`config.mk`:
```
export PLATFORM = sky130hd
export DESIGN_NAME = jtag_tap_ctrl
export DESIGN_NICKNAME = d
export VERILOG_FILES = /design/src/rtl/jtag_tap_ctrl.sv
export SDC_FILE = /design/constraint.sdc
export NUM_CORES = 1
export LEC_CHECK = 0
export CORE_ASPECT_RATIO = 1.25
export CORE_UTILIZATION = 30
export CTS_BUF_LIST = sky130_fd_sc_hd__clkbuf_16
export DETAILED_ROUTE_END_ITERATION = 10
export PLACE_DENSITY = 0.49
export SYNTH_ARGS = -nofsm -noshare
export SYNTH_HDL_FRONTEND = slang
export SYNTH_SLANG_ARGS = --single-unit
```
`constraint.sdc`:
```
create_clock -name tck_i -period 1.5 [get_ports tck_i]
set_input_delay 0.375 -clock tck_i [delete_from_list [all_inputs] [get_ports tck_i]]
set_output_delay 0.375 -clock tck_i [all_outputs]
set_load 0.02 [all_outputs]
```
`src/rtl/jtag_tap_ctrl.sv`:
```
// IEEE 1149.1 TAP controller: 16-state FSM, instruction register, bypass and DR strobes.
// Optional feature macro JTAG_IDCODE_EN adds the 32-bit IDCODE register and makes IDCODE the reset instruction.
module jtag_tap_ctrl #(
  parameter int          IR_LEN       = 4,
  parameter logic [31:0] IDCODE_VALUE = 32'h1180_0001
) (
  input  logic tck_i,
  input  logic trst_i,
  input  logic tms_i,
  input  logic tdi_i,
  input  logic debug_tdi_i,
  input  logic bs_chain_tdi_i,
  input  logic mbist_tdi_i,
  output logic tdo_o,
  output logic tdo_oe_o,
  output logic test_logic_reset_o,
  output logic capture_dr_o,
  output logic shift_dr_o,
  output logic pause_dr_o,
  output logic update_dr_o,
  output logic extest_select_o,
  output logic sample_preload_select_o,
  output logic mbist_select_o,
  output logic debug_select_o
);

  typedef enum logic [3:0] {
    TLR, RTI, SEL_DR, CAP_DR, SH_DR, EX1_DR, PAU_DR, EX2_DR, UPD_DR,
    SEL_IR, CAP_IR, SH_IR, EX1_IR, PAU_IR, EX2_IR, UPD_IR
  } tap_state_e;

  localparam logic [IR_LEN-1:0] OP_EXTEST  = IR_LEN'(4'b0000);
  localparam logic [IR_LEN-1:0] OP_SAMPLE  = IR_LEN'(4'b0001);
  localparam logic [IR_LEN-1:0] OP_MBIST   = IR_LEN'(4'b0100);
  localparam logic [IR_LEN-1:0] OP_DEBUG   = IR_LEN'(4'b1000);
  localparam logic [IR_LEN-1:0] OP_BYPASS  = '1;
  localparam logic [IR_LEN-1:0] IR_CAPTURE = IR_LEN'(4'b0101);
`ifdef JTAG_IDCODE_EN
  localparam logic [IR_LEN-1:0] OP_IDCODE  = IR_LEN'(4'b0010);
  localparam logic [IR_LEN-1:0] RST_INSTR  = OP_IDCODE;
`else
  localparam logic [IR_LEN-1:0] RST_INSTR  = OP_BYPASS;
`endif

  // A 1149.1 IDCODE must end in 1 so a chain scan can tell it apart from a bypass bit.
  if (IDCODE_VALUE[0] != 1'b1) begin : g_idcode_lsb_check
    $error("IDCODE_VALUE bit 0 must be 1");
  end

  tap_state_e        state_q, state_d;
  logic [IR_LEN-1:0] ir_sr_q, ir_sr_d;
  logic [IR_LEN-1:0] ir_reg_q, ir_reg_d;
  logic              bypass_q, bypass_d;
`ifdef JTAG_IDCODE_EN
  logic [31:0]       idcode_sr_q, idcode_sr_d;
`endif

  logic sel_extest, sel_sample, sel_mbist, sel_debug, sel_idcode, sel_bypass;
  logic dr_bit;

  assign sel_extest = (ir_reg_q == OP_EXTEST);
  assign sel_sample = (ir_reg_q == OP_SAMPLE);
  assign sel_mbist  = (ir_reg_q == OP_MBIST);
  assign sel_debug  = (ir_reg_q == OP_DEBUG);
`ifdef JTAG_IDCODE_EN
  assign sel_idcode = (ir_reg_q == OP_IDCODE);
`else
  assign sel_idcode = 1'b0;
`endif
  assign sel_bypass = !(sel_extest || sel_sample || sel_mbist || sel_debug || sel_idcode);

  always_comb begin
    state_d = state_q;
    unique case (state_q)
      TLR:    state_d = tms_i ? TLR    : RTI;
      RTI:    state_d = tms_i ? SEL_DR : RTI;
      SEL_DR: state_d = tms_i ? SEL_IR : CAP_DR;
      CAP_DR: state_d = tms_i ? EX1_DR : SH_DR;
      SH_DR:  state_d = tms_i ? EX1_DR : SH_DR;
      EX1_DR: state_d = tms_i ? UPD_DR : PAU_DR;
      PAU_DR: state_d = tms_i ? EX2_DR : PAU_DR;
      EX2_DR: state_d = tms_i ? UPD_DR : SH_DR;
      UPD_DR: state_d = tms_i ? SEL_DR : RTI;
      SEL_IR: state_d = tms_i ? TLR    : CAP_IR;
      CAP_IR: state_d = tms_i ? EX1_IR : SH_IR;
      SH_IR:  state_d = tms_i ? EX1_IR : SH_IR;
      EX1_IR: state_d = tms_i ? UPD_IR : PAU_IR;
      PAU_IR: state_d = tms_i ? EX2_IR : PAU_IR;
      EX2_IR: state_d = tms_i ? UPD_IR : SH_IR;
      UPD_IR: state_d = tms_i ? SEL_DR : RTI;
    endcase
  end

  // ir_reg is reloaded on the edge that enters TLR so the selects drop together with the state change.
  always_comb begin
    ir_sr_d  = ir_sr_q;
    ir_reg_d = ir_reg_q;
    bypass_d = bypass_q;
    if (state_q == CAP_IR)     ir_sr_d = IR_CAPTURE;
    else if (state_q == SH_IR) ir_sr_d = {tdi_i, ir_sr_q[IR_LEN-1:1]};
    if (state_d == TLR)         ir_reg_d = RST_INSTR;
    else if (state_q == UPD_IR) ir_reg_d = ir_sr_q;
    if (state_q == CAP_DR && sel_bypass) bypass_d = 1'b0;
    else if (state_q == SH_DR)           bypass_d = tdi_i;
`ifdef JTAG_IDCODE_EN
    idcode_sr_d = idcode_sr_q;
    if (state_q == CAP_DR && sel_idcode) idcode_sr_d = IDCODE_VALUE;
    else if (state_q == SH_DR)           idcode_sr_d = {tdi_i, idcode_sr_q[31:1]};
`endif
  end

  always_ff @(posedge tck_i) begin
    if (trst_i) begin
      state_q     <= TLR;
      ir_sr_q     <= '0;
      ir_reg_q    <= RST_INSTR;
      bypass_q    <= 1'b0;
`ifdef JTAG_IDCODE_EN
      idcode_sr_q <= '0;
`endif
    end else begin
      state_q     <= state_d;
      ir_sr_q     <= ir_sr_d;
      ir_reg_q    <= ir_reg_d;
      bypass_q    <= bypass_d;
`ifdef JTAG_IDCODE_EN
      idcode_sr_q <= idcode_sr_d;
`endif
    end
  end

  always_comb begin
    dr_bit = bypass_q;
    if (sel_extest || sel_sample) dr_bit = bs_chain_tdi_i;
    else if (sel_mbist)           dr_bit = mbist_tdi_i;
    else if (sel_debug)           dr_bit = debug_tdi_i;
`ifdef JTAG_IDCODE_EN
    else if (sel_idcode)          dr_bit = idcode_sr_q[0];
`endif
  end

  // Strobes stay unregistered: downstream registers act on the edge leaving each state.
  always_comb begin
    tdo_o = 1'b0;
    if (state_q == SH_IR)      tdo_o = ir_sr_q[0];
    else if (state_q == SH_DR) tdo_o = dr_bit;
  end

  assign tdo_oe_o                = (state_q == SH_IR) || (state_q == SH_DR);
  assign test_logic_reset_o      = (state_q == TLR);
  assign capture_dr_o            = (state_q == CAP_DR);
  assign shift_dr_o              = (state_q == SH_DR);
  assign pause_dr_o              = (state_q == PAU_DR);
  assign update_dr_o             = (state_q == UPD_DR);
  assign extest_select_o         = sel_extest;
  assign sample_preload_select_o = sel_sample;
  assign mbist_select_o          = sel_mbist;
  assign debug_select_o          = sel_debug;

endmodule
```
-- After elaboration in Yosys (flattened, before gate mapping)
Cells that the tools add are included.
Widths: inputs -> output; s select.
- bits of input ports: 7
- bits in registers: 13
- word-level logic and storage cells: 59
- eq/ne operators: 18
- reduce and logical (&&, ||, !) cells: 16
- mux-type cells: 20
- operators with widths (cell ; number):
    $pmux 4 s12 ; 1
    $eq 4x4->1 const B ; 9
    $eq 4x3->1 const B ; 5
    $mux 4 ; 4
    $logic_not 4->1 ; 3
    $mux 3 ; 4
    $reduce_or 2->1 ; 5
    $eq 4x1->1 const B ; 2
    $eq 4x2->1 const B ; 2
    $mux 1 ; 8
    $mux 2 ; 3
    $logic_or 1x1->1 ; 4
    $reduce_or 3->1 ; 1
    $reduce_bool 2->1 ; 1
    $logic_and 1x1->1 ; 1
    $logic_not 1->1 ; 1

-- Longest topological paths before layout
- word-level depth: 7
- depth in mapped cells: 6
- gate-level depth less buffers: 4

-- Least setup slack after synthesis
Ideal clock, no wire load.
- path kind: register to output
- start point: register state_q[1]
- end point: output tdo_o
- cell stages (with the launch flop): 5
- data required time: 1125 ps
- setup slack: -439 ps
- arrival time: 1564 ps
- cell sequence: dfxtp_1 buf_2 nor4_4 o41ai_1 o21ai_0
- cells in the longest elaborated chain, start to end: 3
- elaborated cells between the ends (all ways): 4
- those cells by class: eq/ne: 2; mux: 2
- ends and longest elaborated chain (what ; RTL line ; RTL):
    start, declared ; 50 ; tap_state_e state_q, state_d;
    start signal, assigned ; 122 ; state_q <= state_d;
    $eq 4x3->1 ; -- ;
    via shift_dr_o ; 18 ; output logic shift_dr_o,
    $mux 1 ; 146 ; else if (state_q == SH_DR) tdo_o = dr_bit;
    $mux 1 ; 145 ; if (state_q == SH_IR) tdo_o = ir_sr_q[0];
    end, declared ; 14 ; output logic tdo_o,
The timed path passes the listed nets, and every way through them passes these cells.

-- Worst setup path after layout
- start point: register state_q[3]
- end point: output tdo_o
- cells in the longest elaborated chain, start to end: 3
- elaborated cells between the ends (all ways): 4
- those cells by class: eq/ne: 2; mux: 2
- ends and longest elaborated chain (what ; RTL line):
    $eq 4x3->1 ; 146
    $mux 1 ; 146
    $mux 1 (*) ; 145
Mark *: on every way between the ends. The rest lies on a longest branch, timed or not.

==> impl_metrics.csv <==
group,metric,value,unit
clock_network,cts_sinks,13,
synthesis,synth_area_leaders,"dfxtp_1 (30%), buf_2 (5.8%), nand2_1 (5.7%)",
route,via_per_inst,5.06,
sta,min_period,1.74,ns
route,drt_iter0_drc,24,
route,routedWlPerCell,13.4,um
power,power.total,1.07,mW
global_route,gr-total-overflow,0,
placed_design,dp_cells,180,
route,postRouteAntennaNets,0,
worst_hold_path,worstHoldStart,"ir_sr_q[1]$_SDFFE_PP0P_",
power,power.leakage,0.671,nW
worst_setup_path,crit_type,"reg -> out",
worst_setup_path,reg2reg_to,"ir_sr_q[2]$_SDFFE_PP0N_",
worst_setup_path,cp.required,1.12,ns
placed_design,dpl.hpwl,1.79,mm
worst_setup_path,reg2reg_depth,6,
clock_network,cts_buffers,3,
route,drt_wl_total,2.58,mm
global_route,grt_pass1_vias,893,
clock_network,clk_pin_slew_worst_paths,0.05,ns
placed_design,io_buffers,17,
global_route,grt_pass1_wl,4.15,mm
clock_network,htree_levels,1,
global_route,grt_max_degree,17,
final_layout,final_cells,192,
synthesis,synth_top_area_cell,"dfxtp_1",
final_layout,fin_nets,166,
final_layout,multi_input_area,648,um^2
worst_setup_path,endpoint_kind,"primary output",
global_route,antenna_found_initial,0,
sta,skew,0.00356,ns
synthesis,syn_inst,113,
synthesis,synth.top_cell.area_share,30.3,%
worst_setup_path,cp_max_fo,4,
final_layout,nFillCells,257,
floorplan,dieWidth,49.8,um
route,first_pass_iters,4,
final_layout,antenna_cells,0,
worst_hold_path,min_path_cells,2,
clock_network,clock_latency,0.24,ns
floorplan,die_area,0.00308,mm^2
synthesis,synth_warnings,0,
floorplan,num_rows,21,
sta,max_slew.worst_pin.slew,0.339,ns
worst_setup_path,r2r_start,"state_q[2]$_SDFF_PP0_",
final_layout,final_cell_area,0.00158,mm^2
power,ir_drop,0.395,mV
sta,rsz0062_at_grt,"true",
power,p_per_area,677,mW/mm^2
sta,final.setup.worst_slack,-0.237,ns
synthesis,ys_ff_latch,13,
sta,hold_viol,0,
worst_setup_path,crit_arrival,1.36,ns
final_layout,drive_gt1_share,51.3,%
sta,finalSetupViolations,11,
floorplan,io_pins,18,
floorplan,core,0.00271,mm^2
synthesis,synth_area,858,um^2
placed_design,gp_congestion,0.778,
placed_design,postPlaceCellArea,0.00131,mm^2
sta,slew_headroom,77.2,%
clock_network,cts_buffer_depth,2,
clock_network,clockRootBuffer,"clkbuf_16",
final_layout,seq_area,283,um^2
worst_setup_path,startpoint_type,"register",
placed_design,detailedPlace.worstSlack,-0.846,ns
synthesis,synthDistinctLibCells,38,
final_layout,area_growth,84.5,%
sta,slew_violations,0,
synthesis,synth_area_per_cell,7.60,um^2
worst_hold_path,min_path_type,"reg -> reg",
status,status,"finished with violations",
worst_setup_path,reg2reg_slack,0.09,ns
status,violations,"setup timing",
sta,fmaxAchievable,576,MHz
synthesis,yosysSeqAreaShare,30.3,%
floorplan,die_y,61.8,um
sta,fin_crit_sh,116,%
run,cap_violations,0,
floorplan,start_util,31.7,%
clock_network,cts_tree,"yes",
route,drc,0,
worst_hold_path,hold_end,"ir_sr_q[1]$_SDFFE_PP0P_",
route,dr_total_vias,971,
global_route,gr-usage-all-layers,17.9,%
synthesis,syn_nets,120,
## power by group
part	internal (mW)	leakage, nW	total [mW]	switching [mW]
clock	0.351	0.0423	0.493	0.142
sequential	0.349	0.107	0.363	0.0133
combinational	0.114	0.522	0.217	0.103
total	0.815	0.671	1.07	0.258
## per-layer routing
metal / vias to the layer above / share of wire, % / track usage (%)
li1: 500 / - / -
met3: 2 / 3.4 / 2.68
met4: 0 / 0.78 / 8.98
met1: 444 / 42 / 20.1
met5: - / 0 / 0
met2: 25 / 54 / 33.4
## Yosys cell counts (all sizes together)
cell,n
o211ai,2
o41ai,2
a221oi,2
clkbuf,2
nand2b,2
nand4,2
mux2i,1
a211oi,1
dfxtp,13
a21oi,8
buf,12
and2,2
nor2b,2
o21bai,1
o21ai,6
nand3,6
o32ai,1
o21a,1
nor4,4
nor3b,1
a31oi,1
inv,7
nand2,13
a2111oi,2
xnor2,2
and2b,1
nor4b,3
a31o,1
nor2,4
o2bb2ai,1
a311oi,3
nor3,4
## flip-flops by register name, summed over array words and instances, names as in the netlist
register and count:
ir_reg_q 4, state_q 4, ir_sr_q 4, bypass_q 1
## layout by cell type (no fill, tap or decap), types with 2 or more instances in the layout
master,synthesis,final
inv_1,6,7
nor4_4,1,3
o211ai_1,2,2
buf_4,2,33
nor3_2,0,2
o21ai_2,0,2
dfxtp_1,13,5
buf_6,0,14
nand4_1,2,2
buf_12,0,2
dlygate4sd2_1,0,2
o21ai_0,6,4
nor2_1,4,4
nand3_1,6,6
clkdlybuf4s50_1,0,4
nor2b_1,2,2
nor4b_4,0,3
clkbuf_16,0,3
dfxtp_4,0,5
a2111oi_1,1,2
nand2_1,13,12
a311oi_1,3,3
dfxtp_2,0,3
a21oi_1,8,8
o41ai_2,0,2
xnor2_1,2,2
## worst max path at each step
stage,to,startpoint,slack [ns],depth (start not counted)
3_5_place_dp,tdo_o,debug_tdi_i,-0.85,6
4_1_cts,tdo_o,state_q[2]$_SDFF_PP0_,-0.26,5
5_1_grt,tdo_o,ir_reg_q[0]$_SDFFE_PP1P_,-0.31,4
2_1_floorplan,tdo_o,state_q[2]$_SDFF_PP0_,-0.21,4
6_report,tdo_o,state_q[3]$_SDFF_PP0_,-0.24,4
3_3_place_gp,tdo_o,debug_tdi_i,-0.84,6
## kinds of logic after synthesis
group / Yosys count / synth area share [%]
AOI/OAI and AO/OA: 32 / 26.2
xor gates and xnor gates: 2 / 2.04
buffers and inverters: 21 / 11.7
DFF: 13 / 30.3
muxes: 1 / 1.17
and+or+nand+nor: 44 / 28.6
## worst max-delay path, stage by stage, from the launching register on
cell	delay, ns
dfxtp_4	0.36
nor4_4	0.35
o41ai_2	0.14
o21ai_2	0.14
buf_6	0.13
## area by class of cell
class | count | share of cell area, %
Clock buffer | 3 | 4.74
Multi-Input combinational cell | 79 | 40.9
Timing Repair Buffer | 55 | 31.8
Clock inverter | 1 | 0.237
Tap cell | 34 | 2.69
Inverter | 7 | 1.82
Sequential cell | 13 | 17.9
## what timing repair did
item | in CTS | in global routing
endpoints found under the hold margin | 0 | 0
gates cloned | 0 | 0
buffers inserted | 5 | 6
resized for setup | 89 | 16
hold buffers | 0 | 0
setup endpoints to repair | 11 | 21
pin swaps | 7 | 9
## metrics by stage
stage                     util (%)  hold WS [ns]  setup TNS (ns)
after CTS                     55.1         0.456           -1.25
after global placement        48.3         0.440           -5.07
after floorplan                  -         0.432          -0.345
final                         58.5         0.451          -0.911
after global routing          58.5         0.466           -1.55
after detailed placement      48.3         0.450           -5.10
(Power assumes the default switching activity.)
